File: src/rtl/ex_muldiv_unit_pkg.sv
// Shared op codes, FSM state encoding and op-decode helpers for the EX-stage mul/div unit.
package ex_muldiv_unit_pkg;

  localparam logic [1:0] EXE_MD_MULT  = 2'b00;
  localparam logic [1:0] EXE_MD_MULTU = 2'b01;
  localparam logic [1:0] EXE_MD_DIV   = 2'b10;
  localparam logic [1:0] EXE_MD_DIVU  = 2'b11;

  typedef enum logic [1:0] {
    MD_IDLE = 2'b00,
    MD_MUL  = 2'b01,
    MD_DIV  = 2'b10,
    MD_DONE = 2'b11
  } md_state_t;

  function automatic logic op_is_div(input logic [1:0] op);
    return op[1];
  endfunction

  function automatic logic op_is_signed(input logic [1:0] op);
    return (op == EXE_MD_MULT) || (op == EXE_MD_DIV);
  endfunction

endpackage

File: src/rtl/ex_muldiv_unit_div_core.sv
// Iterative restoring divider on unsigned magnitudes, one quotient bit per cycle.
// done_c and the quotient/remainder outputs are valid together in the final iteration cycle.
module ex_muldiv_unit_div_core #(
  parameter int unsigned WIDTH = 32
) (
  input  logic             clk,
  input  logic             rst,
  input  logic             start,
  input  logic             abort,
  input  logic [WIDTH-1:0] dividend,
  input  logic [WIDTH-1:0] divisor,
  output logic             done_c,
  output logic [WIDTH-1:0] quot_c,
  output logic [WIDTH-1:0] rem_c
);

  localparam int unsigned CW = (WIDTH > 1) ? $clog2(WIDTH) : 1;
  localparam int unsigned RW = 2 * WIDTH + 1;

  logic             busy_q;
  logic [CW-1:0]    cnt_q;
  logic [WIDTH-1:0] dsor_q;
  logic [RW-1:0]    rem_q;
  logic [RW-1:0]    shifted;
  logic [RW-1:0]    rem_next;
  logic [WIDTH+1:0] diff;

  // {partial remainder, dividend/quotient}: shift, trial-subtract, restore on borrow
  always_comb begin
    shifted  = rem_q << 1;
    diff     = {1'b0, shifted[RW-1:WIDTH]} - {2'b00, dsor_q};
    rem_next = diff[WIDTH+1] ? shifted
                             : {diff[WIDTH:0], shifted[WIDTH-1:1], 1'b1};
    done_c   = busy_q && (cnt_q == CW'(WIDTH - 1));
    quot_c   = rem_next[WIDTH-1:0];
    rem_c    = WIDTH'(rem_next[RW-1:WIDTH]);
  end

  always_ff @(posedge clk) begin
    if (rst || abort) begin
      busy_q <= 1'b0;
      cnt_q  <= '0;
      dsor_q <= '0;
      rem_q  <= '0;
    end else if (start) begin
      busy_q <= 1'b1;
      cnt_q  <= '0;
      dsor_q <= divisor;
      rem_q  <= {(WIDTH + 1)'(0), dividend};
    end else if (busy_q) begin
      rem_q <= rem_next;
      cnt_q <= cnt_q + CW'(1);
      if (done_c) busy_q <= 1'b0;
    end
  end

endmodule

File: src/rtl/ex_muldiv_unit.sv
// Multi-cycle MULT/MULTU/DIV/DIVU unit beside the EX-stage ALU; returns {hi,lo} and
// stalls the pipeline while working. Signs are stripped on entry and restored on entry to DONE.
module ex_muldiv_unit
  import ex_muldiv_unit_pkg::*;
#(
  parameter int unsigned WIDTH    = 32,
  parameter bit          MUL_FAST = 1'b0
) (
  input  logic               clk,
  input  logic               rst,
  input  logic               start_i,
  input  logic [1:0]         op_i,
  input  logic [WIDTH-1:0]   a_i,
  input  logic [WIDTH-1:0]   b_i,
  input  logic               annul_i,
  output logic [2*WIDTH-1:0] result_o,
  output logic               ready_o,
  output logic               stallreq_o,
  output logic               div_by_zero_o
);

  localparam int unsigned CW = (WIDTH > 1) ? $clog2(WIDTH) : 1;
  localparam int unsigned PW = 2 * WIDTH;

  md_state_t        state_q;
  logic [CW-1:0]    cnt_q;
  logic [WIDTH-1:0] mcand_q;
  logic [PW-1:0]    acc_q;
  logic             neg_lo_q;
  logic             neg_hi_q;

  logic             sgn, a_neg, b_neg, accept, div_start;
  logic [WIDTH-1:0] mag_a, mag_b;
  logic [WIDTH:0]   mul_sum;
  logic [PW-1:0]    mul_next, mul_fixed, prod_fast, prod_fast_fixed;
  logic             div_done_c;
  logic [WIDTH-1:0] quot_c, rem_c, quot_fixed, rem_fixed;

  // Operand magnitudes, shift-add step and sign restoration
  always_comb begin
    sgn             = op_is_signed(op_i);
    a_neg           = sgn & a_i[WIDTH-1];
    b_neg           = sgn & b_i[WIDTH-1];
    mag_a           = a_neg ? WIDTH'(-a_i) : a_i;
    mag_b           = b_neg ? WIDTH'(-b_i) : b_i;
    accept          = (state_q == MD_IDLE) && start_i && !annul_i;
    div_start       = accept && op_is_div(op_i) && (b_i != '0);
    mul_sum         = {1'b0, acc_q[PW-1:WIDTH]} + (acc_q[0] ? {1'b0, mcand_q} : (WIDTH + 1)'(0));
    mul_next        = {mul_sum, acc_q[WIDTH-1:1]};
    mul_fixed       = neg_lo_q ? PW'(-mul_next) : mul_next;
    prod_fast       = PW'(mag_a) * PW'(mag_b);
    prod_fast_fixed = (a_neg ^ b_neg) ? PW'(-prod_fast) : prod_fast;
    quot_fixed      = neg_lo_q ? WIDTH'(-quot_c) : quot_c;
    rem_fixed       = neg_hi_q ? WIDTH'(-rem_c) : rem_c;
  end

  // Combinational so the issuing instruction is held in the very cycle it asks
  assign stallreq_o = !annul_i &&
                      (((state_q == MD_IDLE) && start_i) ||
                       (state_q == MD_MUL) || (state_q == MD_DIV));

  ex_muldiv_unit_div_core #(.WIDTH(WIDTH)) u_div_core (
    .clk      (clk),
    .rst      (rst),
    .start    (div_start),
    .abort    (annul_i),
    .dividend (mag_a),
    .divisor  (mag_b),
    .done_c   (div_done_c),
    .quot_c   (quot_c),
    .rem_c    (rem_c)
  );

  always_ff @(posedge clk) begin
    if (rst) begin
      state_q       <= MD_IDLE;
      cnt_q         <= '0;
      mcand_q       <= '0;
      acc_q         <= '0;
      neg_lo_q      <= 1'b0;
      neg_hi_q      <= 1'b0;
      result_o      <= '0;
      ready_o       <= 1'b0;
      div_by_zero_o <= 1'b0;
    end else begin
      ready_o <= 1'b0;
      if (annul_i) begin
        state_q <= MD_IDLE;
        cnt_q   <= '0;
      end else begin
        case (state_q)
          MD_IDLE: if (start_i) begin
            neg_lo_q <= a_neg ^ b_neg;
            neg_hi_q <= a_neg;
            if (op_is_div(op_i)) begin
              if (b_i == '0) begin
                result_o      <= {a_i, {WIDTH{1'b1}}};
                div_by_zero_o <= 1'b1;
                ready_o       <= 1'b1;
                state_q       <= MD_DONE;
              end else begin
                state_q <= MD_DIV;
              end
            end else if (MUL_FAST) begin
              result_o      <= prod_fast_fixed;
              div_by_zero_o <= 1'b0;
              ready_o       <= 1'b1;
              state_q       <= MD_DONE;
            end else begin
              acc_q   <= {WIDTH'(0), mag_b};
              mcand_q <= mag_a;
              cnt_q   <= '0;
              state_q <= MD_MUL;
            end
          end
          MD_MUL: begin
            acc_q <= mul_next;
            cnt_q <= cnt_q + CW'(1);
            if (cnt_q == CW'(WIDTH - 1)) begin
              cnt_q         <= '0;
              result_o      <= mul_fixed;
              div_by_zero_o <= 1'b0;
              ready_o       <= 1'b1;
              state_q       <= MD_DONE;
            end
          end
          MD_DIV: if (div_done_c) begin
            result_o      <= {rem_fixed, quot_fixed};
            div_by_zero_o <= 1'b0;
            ready_o       <= 1'b1;
            state_q       <= MD_DONE;
          end
          default: state_q <= MD_IDLE;
        endcase
      end
    end
  end

endmodule

File: config.mk
export PLATFORM = sky130hd
export DESIGN_NAME = ex_muldiv_unit
export DESIGN_NICKNAME = d
export VERILOG_FILES = /design/src/rtl/ex_muldiv_unit_pkg.sv /design/src/rtl/ex_muldiv_unit_div_core.sv /design/src/rtl/ex_muldiv_unit.sv
export SDC_FILE = /design/constraint.sdc
export NUM_CORES = 1
export LEC_CHECK = 0
export ABC_AREA = 0
export BUFFER_PORTS_ARGS = -buffer_cell sky130_fd_sc_hd__buf_2
export CORE_MARGIN = 3
export CORE_UTILIZATION = 55
export CTS_CLUSTER_SIZE = 20
export DETAILED_ROUTE_END_ITERATION = 8
export GPL_ROUTABILITY_DRIVEN = 0
export PLACE_DENSITY = 0.74
export SLEW_MARGIN = 5
export SYNTH_ARGS = -nofsm -noshare
export SYNTH_HDL_FRONTEND = slang
export SYNTH_HIERARCHICAL = 1
export SYNTH_SLANG_ARGS = --single-unit
File: constraint.sdc
create_clock -name clk -period 5.7 [get_ports clk]
set_clock_uncertainty 0.05 [all_clocks]
set_input_delay 0.57 -clock clk [delete_from_list [all_inputs] [get_ports clk]]
set_output_delay 0.57 -clock clk [all_outputs]
set_load 0.05 [all_outputs]
==> results.txt <==
The time the final worst path needs with I/O delays and setup is 5.466 ns. The required time reported for the critical path endpoint is about 6 ns. The number of distinct library cells after synthesis came out at 102. The later-pin clock latency in the skew report came out at 0.53 ns. The post-synth net total came out at 2,752. The overall die width is 197.0 µm.

The peak per-stage delay on the critical path is 0.58 ns. The library cell used most frequently in the layout, excluding fill and tap cells, is nor2_1. Combinational logic burns 26.3% of the power. The peak clock frequency supported by timing is 182.9 MHz. Setup repair after global routing left no endpoint under its margin.

The flow ran to the end, and the final reports show no timing, DRC or antenna violations. In this run the standard cell core region covers 35,740 µm². The mean instance size in the synthesized netlist is roughly 7.7 µm². The signal on the critical path passes through inv_1 -> ha_1 -> nand2_1 -> a211o_1 -> a211o_1 -> a211oi_4 -> o21bai_2 -> a311oi_4 -> nor4_4 -> clkinv_4 -> mux2_4 -> or4_1 -> nor4_1 -> nand3_1 -> buf_4 -> or2_2 -> o41ai_1 -> xnor2_1 -> a221o_1 -> a32o_1. The register share of total power is 35.3%.

The final total power is 5.685 mW. In this run the deepest clock path goes through 3 buffers. Counting flops with a built-in enable in the synthesized netlist gives 0. The biggest fanout along the worst timing path came out at 11. The area growth from synthesis to layout is 9.206%. The cell leakage power came out at 8.756 nW. Data on the critical path arrives at its endpoint at 5.83 ns. The initial antenna violation count is 0.

Power spread over the standard cell area amounts to around 260 nW/µm². The first detailed-routing pass took 6 iterations. Setup violations remaining at the end of the flow were counted as 0. The remaining antenna violation count came out at 0. The floorplan step defined a die boundary enclosing 38,820 µm². In the synthesized netlist the dominant register cell turns out to be dfxtp_1. The internal power of the cells totals 3.787 mW. For this design, the slowest cell found on the critical path is or4_1. The startpoint identified for the worst hold timing path is a_i[30].

The worst setup path is launched from a register. The switching share of power came out at 33.39%. The routed layout has between 20,000 and 25,000 vias.

Leaving out fill and tap cells, the most frequent cells in the layout are nor2_1, dfxtp_1, a21oi_1. The synthesis-stage register bit count came out at around 270. The worst setup path is captured at a register.

The number of buffer cells added on primary ports is 136. The net count of the finished layout is ~2,800. The fraction of final layout cells with drive strength greater than 1 is between 10% and 20%. The cell seen most often among critical-path stages is a211o_1. Hold is met by about 0.35 ns.

The type of the setup path with the least slack is register to register. The clock slew at the register clock pins of the worst setup and hold paths came out at ~0.060 ns. The count of antenna diodes in the layout came out at 0. Clock tree synthesis selected as its root buffer the cell clkbuf_16.

The overflow left after global routing is 0. The final max-slew violation count came out at 0. The actual transition at the worst max-transition pin came out at between 1 and 1.5 ns. The first global-routing pass estimated 104,300 µm of wire. Of the available clock period, the critical path in the final layout requires between 90% and 100%. The analysis attributes to net switching a power of 1.898 mW. The worst reg-to-reg path cell count came out at 20. The final wirelength came out at 67,180 µm.

The die span in y came out at 197.0 µm. The portion of the post-synthesis area used by sequential elements is 27.23%. The number of hold violations in the final report is 0.

The number of vias per cell came out at 6.480. For hold timing, the worst endpoint is result_o[62]. The endpoint identified for the worst register-to-register timing path is result_o[53]. The warning count from the yosys run is 6. The count of pins on the block boundary is about 140. The number of buffers added by the clock tree synthesis step came out at 34. The number of placement rows came out at 69. The largest net degree at the start of global routing came out at 78.

For this block, the initial DRC count from the detailed router was between 2,000 and 2,500. In this run the critical register-to-register path is launched from u_div_core/dsor_q[4]. The post-synth design cell area came out at between 20,000 and 25,000 µm². The initial standard-cell utilization of the core came out at 56.16%.

The number of H-tree levels is 2. The half-perimeter wire length after detailed placement came out at 49,390 µm. TritonCTS built the clock tree.

The number of cells on the worst hold path is 3. For this design, the sink count on the clock tree is approximately 270. The tightest min-delay check is of the input port to register type. The number of global-route vias before repair came to 18,530.

The register-to-register path setup slack came out at approximately 0.23 ns. The DRC violation count after routing came out at 0. The cell count after synthesis came out at ~2,600.

The max capacitance violation total is 0. The total track usage came out at about a third. The share of power burned in the clock network came out at about two fifths. The headroom to the max-slew limit is 16.42%. The routed length per placed instance is 21.69 µm. The post-route setup TNS is 0 ns. The worst supply voltage drop on vdd is 238.5 µV.

The share of flip-flops with an asynchronous set or reset after synthesis is 0%.
[routing by layer]
layer | routed length (µm) | GRT usage (%) | up-vias
met5 | 0 | 0 | -
met1 | 27140 | 44.60 | 9483
met4 | 4200 | 17.82 | 0
met3 | 6714 | 6.550 | 225
li1 | - | - | 9275
met2 | 29130 | 51.61 | 1086
[final cells by class]
| class | instances | area (µm²) |
|---|---|---|
| fill | 3261 | 13820 |
| multi-input combinational | 2054 | 13480 |
| sequential | 273 | 5468 |
| timing repair buffer | 178 | 1011 |
| clock buffer | 47 | 1003 |
| tap | 461 | 576.8 |
| inverter | 75 | 286.5 |
| clock inverter | 9 | 98.84 |
[stage by stage]
step,instance area [µm²],setup WS [ns],cells,utilization (%)
final,21920,0.2339,3097,61.33
after detailed placement,20740,0.07859,3037,58.02
after global routing,21920,0.003987,3097,61.33
after floorplan,20070,0.5050,2602,-
after global placement,20740,0.2381,3037,58.02
after CTS,21840,0.03755,3093,61.10
[sequential cells by signal, summed over array words and instances, names as in the netlist]
name,cells
result_o,64
cnt_q,5
u_div_core/cnt_q,5
ready_o,1
acc_q,64
div_by_zero_o,1
neg_hi_q,1
u_div_core/busy_q,1
mcand_q,32
u_div_core/rem_q,64
neg_lo_q,1
state_q,2
u_div_core/dsor_q,32
[worst max path at each step]
| stage | start | to | slack [ns] |
|---|---|---|---|
| global placement | u_div_core/dsor_q[3] | result_o[53] | 0.24 |
| floorplan | u_div_core/dsor_q[4] | result_o[63] | 0.50 |
| global route | u_div_core/dsor_q[12] | result_o[61] | 0.004 |
| CTS | u_div_core/dsor_q[3] | result_o[53] | 0.04 |
| detailed placement | u_div_core/dsor_q[3] | result_o[53] | 0.08 |
| finish | u_div_core/dsor_q[4] | result_o[53] | 0.23 |
[power by group through the flow]
stage | clock (mW) | sequential, mW | combinational [mW]
after global placement | 0 | 2.05 | 1.39
after detailed placement | 0 | 2.05 | 1.42
after global routing | 2.28 | 2.01 | 1.58
after floorplan | 0 | 2.09 | 0.960
after CTS | 2.20 | 2.01 | 1.42
final | 2.18 | 2.01 | 1.49
[critical path: cells and delay by family (launching register included)]
kind                       cells  cell delay, ns
AOI/OAI and AO/OA              8            2.28
xor gates and xnor gates       1            0.12
adders and majority gates      1            0.32
buffers and inverters          3            0.37
DFF                            1            0.34
muxes                          1            0.34
and+or+nand+nor                6            1.54
[cells by family (layout without fill, tap and decap cells)]
kind of cell / Yosys count / count (layout) / synth area share, %
AND/OR/NAND/NOR: 889 / 889 / 21.12
AO/OA/AOI/OAI: 760 / 760 / 25.26
buffers and inverters: 275 / 309 / 6.040
flip-flops: 273 / 273 / 27.23
XOR/XNOR: 228 / 228 / 9.948
multiplexers: 97 / 97 / 5.336
adder cells (fa/ha/maj): 80 / 80 / 5.061
[synthesized netlist by cell type (72+ instances only)]
| cell | number | share of area (%) |
|---|---|---|
| a21oi_1 | 238 | 5.9 |
| mux2i_1 | 74 | 3.7 |
| xnor2_1 | 142 | 6.2 |
| clkbuf_1 | 147 | 2.7 |
| ha_1 | 78 | 4.9 |
| nand2_1 | 231 | 4.3 |
| dfxtp_1 | 273 | 27 |
| xor2_1 | 86 | 3.8 |
| nor2_1 | 328 | 6.1 |
| o21ai_0 | 143 | 3.6 |
| inv_1 | 72 | 1.3 |
[repair_timing]
action                                  CTS  global route
resized for setup                         0             8
hold buffers                              0             0
setup buffers                             0             4
endpoints found under the setup margin    0            12
(Power assumes the default switching activity.)
